--- src/rtl/baby_pkg.sv ---
// Shared types and default geometry for the Baby RAM loader.
// Optional checksum output is enabled by defining BABY_LOADER_CHECKSUM_EN.
package baby_pkg;

  localparam int BABY_ADDR_W = 5;
  localparam int BABY_DATA_W = 32;
  localparam int BPW         = BABY_DATA_W / 8;

  typedef enum logic [1:0] {
    HOLD    = 2'd0,
    LOAD    = 2'd1,
    RELEASE = 2'd2,
    RUN     = 2'd3
  } loader_state_t;

  typedef logic [BABY_DATA_W-1:0] word_t;
  typedef logic [BABY_ADDR_W-1:0] addr_t;

endpackage

--- src/rtl/baby_word_store.sv ---
// Main store: flop array cleared by reset, one synchronous write port and
// one combinational read port.
module baby_word_store #(
  parameter int ADDR_W = 5,
  parameter int DATA_W = 32
) (
  input  logic              clock_i,
  input  logic              reset_ni,
  input  logic              we_i,
  input  logic [ADDR_W-1:0] waddr_i,
  input  logic [DATA_W-1:0] wdata_i,
  input  logic [ADDR_W-1:0] raddr_i,
  output logic [DATA_W-1:0] rdata_o
);

  localparam int DEPTH = 1 << ADDR_W;

  logic [DATA_W-1:0] mem_q [DEPTH];

  always_ff @(posedge clock_i or negedge reset_ni) begin
    if (!reset_ni) begin
      for (int i = 0; i < DEPTH; i++) mem_q[i] <= '0;
    end else if (we_i) begin
      mem_q[waddr_i] <= wdata_i;
    end
  end

  assign rdata_o = mem_q[raddr_i];

endmodule

--- src/rtl/baby_ram_loader.sv ---
// Baby core RAM plus byte-serial program loader; holds the core in reset
// until the store is loaded. Define BABY_LOADER_CHECKSUM_EN for checksum_o.
module baby_ram_loader
  import baby_pkg::*;
#(
  parameter int ADDR_W = BABY_ADDR_W,
  parameter int DATA_W = BABY_DATA_W
) (
  input  logic              clock_i,
  input  logic              reset_ni,
  input  logic [ADDR_W-1:0] core_addr_i,
  input  logic [DATA_W-1:0] core_data_i,
  input  logic              core_rw_en_i,
  output logic [DATA_W-1:0] core_data_o,
  output logic              core_reset_o,
  input  logic              run_i,
  input  logic              load_start_i,
  input  logic              load_valid_i,
  input  logic [7:0]        load_byte_i,
  output logic              load_ready_o,
  output logic              load_busy_o,
  output logic              load_done_o
`ifdef BABY_LOADER_CHECKSUM_EN
  ,
  output logic [DATA_W-1:0] checksum_o
`endif
);

  localparam int LBPW = DATA_W / 8;
  localparam int BCW  = (LBPW > 1) ? $clog2(LBPW) : 1;
  localparam logic [BCW-1:0] LAST_LANE = BCW'(LBPW - 1);

  loader_state_t     state_q, state_d;
  logic [ADDR_W-1:0] addr_cnt_q, addr_cnt_d;
  logic [BCW-1:0]    byte_cnt_q, byte_cnt_d;
  logic [DATA_W-1:0] asm_q, asm_d;
  logic [DATA_W-1:0] load_word;
  logic              we;
  logic [ADDR_W-1:0] waddr;
  logic [DATA_W-1:0] wdata;
`ifdef BABY_LOADER_CHECKSUM_EN
  logic [DATA_W-1:0] csum_q, csum_d;
`endif

  // Final byte completes the word directly; it never lands in asm_q.
  always_comb begin
    load_word = asm_q;
    load_word[DATA_W-1 -: 8] = load_byte_i;
  end

  always_comb begin
    state_d    = state_q;
    addr_cnt_d = addr_cnt_q;
    byte_cnt_d = byte_cnt_q;
    asm_d      = asm_q;
    we         = 1'b0;
    waddr      = core_addr_i;
    wdata      = core_data_i;
`ifdef BABY_LOADER_CHECKSUM_EN
    csum_d     = csum_q;
`endif
    case (state_q)
      HOLD: begin
        if (load_start_i) begin
          state_d = LOAD;
        end else if (run_i) begin
          state_d = RUN;
        end
      end
      LOAD: begin
        if (!load_start_i && load_valid_i) begin
          if (byte_cnt_q == LAST_LANE) begin
            we         = 1'b1;
            waddr      = addr_cnt_q;
            wdata      = load_word;
            byte_cnt_d = '0;
            addr_cnt_d = addr_cnt_q + 1'b1;
`ifdef BABY_LOADER_CHECKSUM_EN
            csum_d     = csum_q + load_word;
`endif
            if (addr_cnt_q == '1) state_d = RELEASE;
          end else begin
            asm_d[8*int'(byte_cnt_q) +: 8] = load_byte_i;
            byte_cnt_d = byte_cnt_q + 1'b1;
          end
        end
      end
      RELEASE: begin
        state_d = RUN;
      end
      RUN: begin
        if (load_start_i) begin
          state_d = LOAD;
        end else if (core_rw_en_i) begin
          we = 1'b1;
        end
      end
      default: state_d = HOLD;
    endcase
    // Any start accepted in HOLD/LOAD/RUN begins a fresh image at word 0.
    if (load_start_i && (state_q != RELEASE)) begin
      addr_cnt_d = '0;
      byte_cnt_d = '0;
      asm_d      = '0;
`ifdef BABY_LOADER_CHECKSUM_EN
      csum_d     = '0;
`endif
    end
  end

  always_ff @(posedge clock_i or negedge reset_ni) begin
    if (!reset_ni) begin
      state_q    <= HOLD;
      addr_cnt_q <= '0;
      byte_cnt_q <= '0;
      asm_q      <= '0;
`ifdef BABY_LOADER_CHECKSUM_EN
      csum_q     <= '0;
`endif
    end else begin
      state_q    <= state_d;
      addr_cnt_q <= addr_cnt_d;
      byte_cnt_q <= byte_cnt_d;
      asm_q      <= asm_d;
`ifdef BABY_LOADER_CHECKSUM_EN
      csum_q     <= csum_d;
`endif
    end
  end

  assign core_reset_o = (state_q != RUN);
  assign load_ready_o = (state_q == LOAD);
  assign load_busy_o  = (state_q == LOAD);
  assign load_done_o  = (state_q == RELEASE);
`ifdef BABY_LOADER_CHECKSUM_EN
  assign checksum_o   = csum_q;
`endif

  baby_word_store #(
    .ADDR_W (ADDR_W),
    .DATA_W (DATA_W)
  ) u_store (
    .clock_i  (clock_i),
    .reset_ni (reset_ni),
    .we_i     (we),
    .waddr_i  (waddr),
    .wdata_i  (wdata),
    .raddr_i  (core_addr_i),
    .rdata_o  (core_data_o)
  );

endmodule
--- config.mk ---
export PLATFORM = sky130hd
export DESIGN_NAME = baby_ram_loader
export DESIGN_NICKNAME = d
export VERILOG_FILES = /design/src/rtl/baby_pkg.sv /design/src/rtl/baby_word_store.sv /design/src/rtl/baby_ram_loader.sv
export SDC_FILE = /design/constraint.sdc
export NUM_CORES = 1
export LEC_CHECK = 0
export CAP_MARGIN = 20
export CORE_UTILIZATION = 55
export CTS_CLUSTER_SIZE = 28
export DETAILED_ROUTE_END_ITERATION = 7
export GPL_ROUTABILITY_DRIVEN = 0
export GPL_TIMING_DRIVEN = 0
export PLACE_DENSITY = 0.72
export SYNTH_ARGS = -nofsm -noshare
export SYNTH_HDL_FRONTEND = slang
export SYNTH_SLANG_ARGS = --single-unit
--- constraint.sdc ---
create_clock -name clock_i -period 6.4 [get_ports clock_i]
set_clock_uncertainty 0.1 [all_clocks]
set_input_delay 1.28 -clock clock_i [delete_from_list [all_inputs] [get_ports clock_i]]
set_output_delay 1.28 -clock clock_i [all_outputs]
set_load 0.01 [all_outputs]
# Yosys cells after proc, flatten, opt, wreduce, memory -nomap -nowiden
# Cells that the tools add are included.
dict set report word_totals {
  input_bits 51
  elab_cells 108
  ff_bits 1065
}
dict set report op_classes {
  magnitude_cmp 3
  n_eq_ne 13
  bitwise_logic 2
  reduce_logical 12
  shift 2
  mux 37
  add_sub_neg 3
}
# op count
set op_table {}
lappend op_table {{bitwise mux 1024 bit} 1}
lappend op_table {{2-to-1 mux 32 bit} 10}
lappend op_table {{binary-select mux 32 bit (select 5 bit)} 1}
lappend op_table {{demux 32 bit (select 5 bit)} 1}
lappend op_table {{2-to-1 mux 5 bit} 7}
lappend op_table {{negator 5 -> 33 bit} 1}
lappend op_table {{variable shift 8 x 33 -> 32 bit (first input constant)} 1}
lappend op_table {{indexed part select 8 x 33 -> 32 bit} 1}
lappend op_table {{bitwise mux 32 bit} 1}
lappend op_table {{2-to-1 mux 2 bit} 10}
lappend op_table {{>= comparator 6 bit (second input constant)} 2}
lappend op_table {{inverter 5 -> 6 bit} 2}
lappend op_table {{inequality test 2 x 1 -> 1 bit (second input constant)} 4}
lappend op_table {{case mux 2 bit (4 select lines)} 1}
lappend op_table {{equality test 2 bit (second input constant)} 3}
lappend op_table {{< comparator 6 x 1 -> 1 bit (second input constant)} 1}
lappend op_table {{inequality test 2 bit (second input constant)} 3}
lappend op_table {{AND reduction 3 bit} 2}
lappend op_table {{nonzero test 2 bit} 3}
lappend op_table {{adder 5 x 1 -> 5 bit (second input constant)} 1}
lappend op_table {{equality test 5 bit (second input constant)} 1}
lappend op_table {{AND reduction 5 bit} 1}
lappend op_table {{2-to-1 mux 1 bit} 4}
lappend op_table {{logical AND 1 bit} 3}
lappend op_table {{7 further kinds} 7}

# Depth between registers and ports, before layout
dict set report logic_depth {
  word_depth 10
  ltp_mapped 11
  ltp_nobuf 7
}

# Modules after synthesis
# A second synthesis with hierarchy kept.
dict set report unflattened {
  cells_unflattened 3742
  hier_area_um2 49598.8
}
# module n_inst cells_each area_each_um2
set modules_own_cells {}
lappend modules_own_cells {baby_word_store 1 3447 47471.8}
lappend modules_own_cells {baby_ram_loader 1 295 2127.0}

# Worst setup path after synthesis
# OpenSTA, ideal clock, no wires.
dict set report synth_timing {
  kind {input-to-output}
  startpoint {in core_addr_i[2]}
  endpoint {out core_data_o[11]}
  path_stages 6
  t_required_ns 5.020
  path_buffers 3
  arrival_time_ns 3.191
  setup_slack_ns 1.829
  cell_sequence {buf_2 -> clkbuf_1 -> buf_1 -> mux4_2 -> mux4_2 -> mux2_2}
}
dict set report synth_between {
  elab_chain_len 4
}
# element line_no
set synth_rtl {}
lappend synth_rtl {{start, declared} baby_ram_loader.sv:11} ;# input logic [ADDR_W-1:0] core_addr_i,
lappend synth_rtl {{inverter 5 -> 6 bit (not written as such)} baby_word_store.sv:28} ;# assign rdata_o = mem_q[raddr_i];
lappend synth_rtl {{binary-select mux 32 bit (select 5 bit)} baby_word_store.sv:28}
lappend synth_rtl {{2-to-1 mux 32 bit (not written as such) (2 in a row)} baby_word_store.sv:28}
lappend synth_rtl {{end, declared} baby_ram_loader.sv:14} ;# output logic [DATA_W-1:0] core_data_o,
# Every way passes these cells. The select of a mux whose other input is x is not followed.

# Worst setup path in the final report
dict set report layout_timing {
  startpoint {in core_addr_i[2]}
  endpoint {out core_data_o[17]}
}
# Same word-level chain as after synthesis.

==> reports/metrics.csv <==
stage;metric;value;unit
floorplan;die area;90200;um2
sta;final setup vio count;0;
layout;Layout Utilization;62.9;%
sta;Max-slew headroom;24.8;%
synthesis;Ys Warns;0;
min_path;worst hold path type;reg -> reg;
clock_network;CTS root buffer;clkbuf_16;
setup_path;r2r worst-path depth;10;
setup_path;CP delay by family, top;buffers and inverters;
placement;# port buffers;83;
synthesis;synthesized instance count;3092;
setup_path;WP buf/inv;5;
synthesis;sequential fraction of the synthesis area;54.1;%
floorplan;Die Span Y;300;um
clock_network;Clk Latency, worst-skew pair;0.69;ns
layout;synthesis-to-finish area growth;13.4;%
floorplan;die width;300;um
clock_network;CTS tree;yes;
sta;min Tclk post-route;6.34;ns
clock_network;Bufs on Longest Clock Path;3;
global_routing;Top Usage Layer GRT;met2;
synthesis;Cell Area, Synth;48900;um2
floorplan;initial core utilization;55.5;%
clock_network;CTS Hold Bufs;0;
drt;Routed WL;141000;um
global_routing;vias in the first global route;31700;
drt;Pre-antenna DRT Iters;8;
drt;Routed wire per std cell;30.9;um
min_path;Hold Crit Start;u_store.mem_q[578]$_DFFE_PN0P_;
synthesis;number of synthesized flops with an enable pin;0;
clock_network;H-tree lvl count;3;
sta;measured slew at the worst slew-check pin;1.13;ns
layout;highest-count cells in the layout ignoring fill and taps;1057 x dfrtp_1, 857 x mux2_2, 320 x mux4_2, 199 x mux2_1, 157 x nand2_1;
global_routing;Total GRT Usage;32.2;%
synthesis;Synthesized Nets;3156;
pwr;total power;14.4;mW
drt;Final ANT Viol Nets;0;
placement;DP HPWL;97200;um
setup_path;Worst Path Arrival;4.96;ns
layout;nets;3367;
synthesis;Async SR Flop Fraction;100;%
drt;# DRC;0;
setup_path;Worst Path Required;5.02;ns
layout;Fillers;6242;
layout;most common cell after layout, fill and taps aside;dfrtp_1;
layout;non-filler cells, final;4559;
run_status;status;finished, final reports clean;
synthesis;syn_area_per_cell;15.8;um2
drt;drt initial violations;2932;
placement;Cell Area, Placed;51600;um2
setup_path;reg2reg setup slack;2.47;ns
drt;vias per cell;6.47;
setup_path;Crit Path Class;in -> out;
min_path;Hold EP;u_store.mem_q[578]$_DFFE_PN0P_;
pwr;Leak;26.8;nW
sta;fin crit share;99.1;%
synthesis;Yosys top cell area share;54.1;%
synthesis;most common flop cell mapped by yosys;dfrtp_1;
floorplan;Core ar.;88200;um2
setup_path;Critical Path Slowest Stage Cell;clkdlybuf4s50_1;
sta;Final Hold Viols;0;
placement;placed instance count;4357;
setup_path;Critical R2R Capture;u_store.mem_q[208]$_DFFE_PN0P_;
global_routing;grt ovf;0;
pwr;cell area power density;259;nW/um2
synthesis;flops & latches, synth;1057;
global_routing;largest net degree at the start of global routing;134;
layout;Multi-input gate area;21000;um2
clock_network;Clock transition at path regs;0.06;ns
layout;Storage cell area;26500;um2
layout;layout cell share with drive strength beyond 1;45.8;%
pwr;worst vdd ir;0.226;mV
global_routing;GR Util met1;46.2;%
layout;post-route cell area;55500;um2
setup_path;Critical Path, Cell by Cell;clkdlybuf4s50_1 > buf_2 > clkbuf_2 > clkdlybuf4s18_2 > mux4_2 > mux4_2 > mux2_2 > clkdlybuf4s50_1;
setup_path;CP Launch Type;primary input;
sta;max-slew violation count;0;
synthesis;top cell type by total area after synthesis;dfrtp_1;
setup_path;max incr delay on CP;0.60;ns
synthesis;Area contributors post-synth;dfrtp_1 54%, mux2_2 20%, mux4_2 15%;
flow_run;max cap viols;0;
floorplan;I/O pin cnt;87;
global_routing;first-pass GRT wire length;211000;um
global_routing;initial antenna violation count;6;
min_path;WHS Path Cells;1;
sta;Max Freq;158;MHz
clock_network;Sink Count;1057;
clock_network;TritonCTS Buffers;109;
setup_path;crit end category;primary output;
floorplan;Core Rows;109;
setup_path;CP max FO;10;
global_routing;grt met2 use;49.4;%
sta;RSZ-0062 raised after global routing;no;
drt;DR vias;29500;
setup_path;r2r startpoint;state_q[1]$_DFFE_PN0P_;
synthesis;Synth cell types;39;
global_routing;GR Layer Usage met3;6.75;%
==> synth_stat cells (all sizes together), types with 2 or more instances <==
cell type / instances
nor2: 10
and3: 3
nand2: 157
buf: 155
o21ai: 26
nor3b: 2
nor2b: 7
clkbuf: 146
xor2: 2
nand2b: 5
dfrtp: 1057
mux2i: 4
a21oi: 36
or4: 12
inv: 6
nand4b: 3
nand4: 16
and3b: 3
mux4: 320
and2: 2
nand3: 39
mux2: 1056
ha: 13
nor3: 3
==> through the flow <==
stage / hold slack, ns / setup TNS (ns) / setup slack [ns]
2_1_floorplan: 0.350 / 0 / 1.83
3_3_place_gp: 0.361 / - / -39.90
3_5_place_dp: 0.369 / -14.22 / -0.581
4_1_cts: 0.384 / 0 / 0.0837
5_1_grt: 0.398 / 0 / 0.0144
6_report: 0.382 / 0 / 0.0600
==> per-layer routing <==
layer,part of all wire [%],up-vias
met4,3.7,6
met2,47,1232
met5,0.029,-
li1,-,11900
met3,7.4,298
met1,42,16100
==> timing repair <==
action	in CTS	in global routing
endpoints found under the setup margin	32	3
setup buffers	0	0
gates resized for setup	26	3
==> worst max-delay path by stage <==
stage | from | endpoint | slack, ns | depth (start not counted)
after floorplan | core_addr_i[2] | core_data_o[11] | 1.83 | 6
after global placement | reset_ni | u_store.mem_q[121]$_DFFE_PN0P_ | -39.90 | 1
after detailed placement | core_addr_i[2] | core_data_o[21] | -0.58 | 8
after CTS | core_addr_i[2] | core_data_o[10] | 0.08 | 8
after global routing | core_addr_i[2] | core_data_o[17] | 0.01 | 8
final | core_addr_i[2] | core_data_o[17] | 0.06 | 8
==> worst reg2reg max path, stage by stage (launching register included) <==
cell	delay, ns
dfrtp_1	0.41
inv_1	0.15
ha_1	0.44
and4b_1	0.31
buf_2	0.22
buf_2	0.27
buf_4	0.21
nand3_1	0.09
a21oi_1	0.77
buf_4	0.44
mux2_2	0.39
==> area by class of cell <==
class | count | share of cell area, %
Tap cell | 1165 | 2.63
Clock buffer | 164 | 5.86
Multi-Input combinational cell | 1727 | 37.8
Inverter | 7 | 0.0474
Clock inverter | 36 | 0.990
Timing Repair Buffer | 100 | 2.19
Antenna cell | 2 | 0.00902
Buffer | 301 | 2.77
Sequential cell | 1057 | 47.7
==> power by group <==
part / internal (mW) / switching (mW) / leakage [nW]
Combinational: 0.278 / 0.559 / 10.2
Clock: 4.02 / 2.71 / 1.86
Sequential: 6.76 / 0.0441 / 14.7
==> state kept, by name (all words and copies together), names as in the netlist <==
signal / count
state_q: 2
addr_cnt_q: 5
asm_q: 24
u_store.mem_q: 1024
byte_cnt_q: 2
==> logic make-up (layout without fill, tap and decap cells) <==
kind of cell	after synthesis	after routing	share of synthesized area [%]
xor gates and xnor gates	3	3	0.0537
muxes	1380	1380	39.1
other	0	2	0
buffers and inverters	308	608	3.08
and+or+nand+nor	267	267	2.54
AOI/OAI and AO/OA	64	64	0.839
DFF	1057	1057	54.1
adders and majority gates	13	13	0.332
Note: power is estimated with default switching activity, not from simulation.
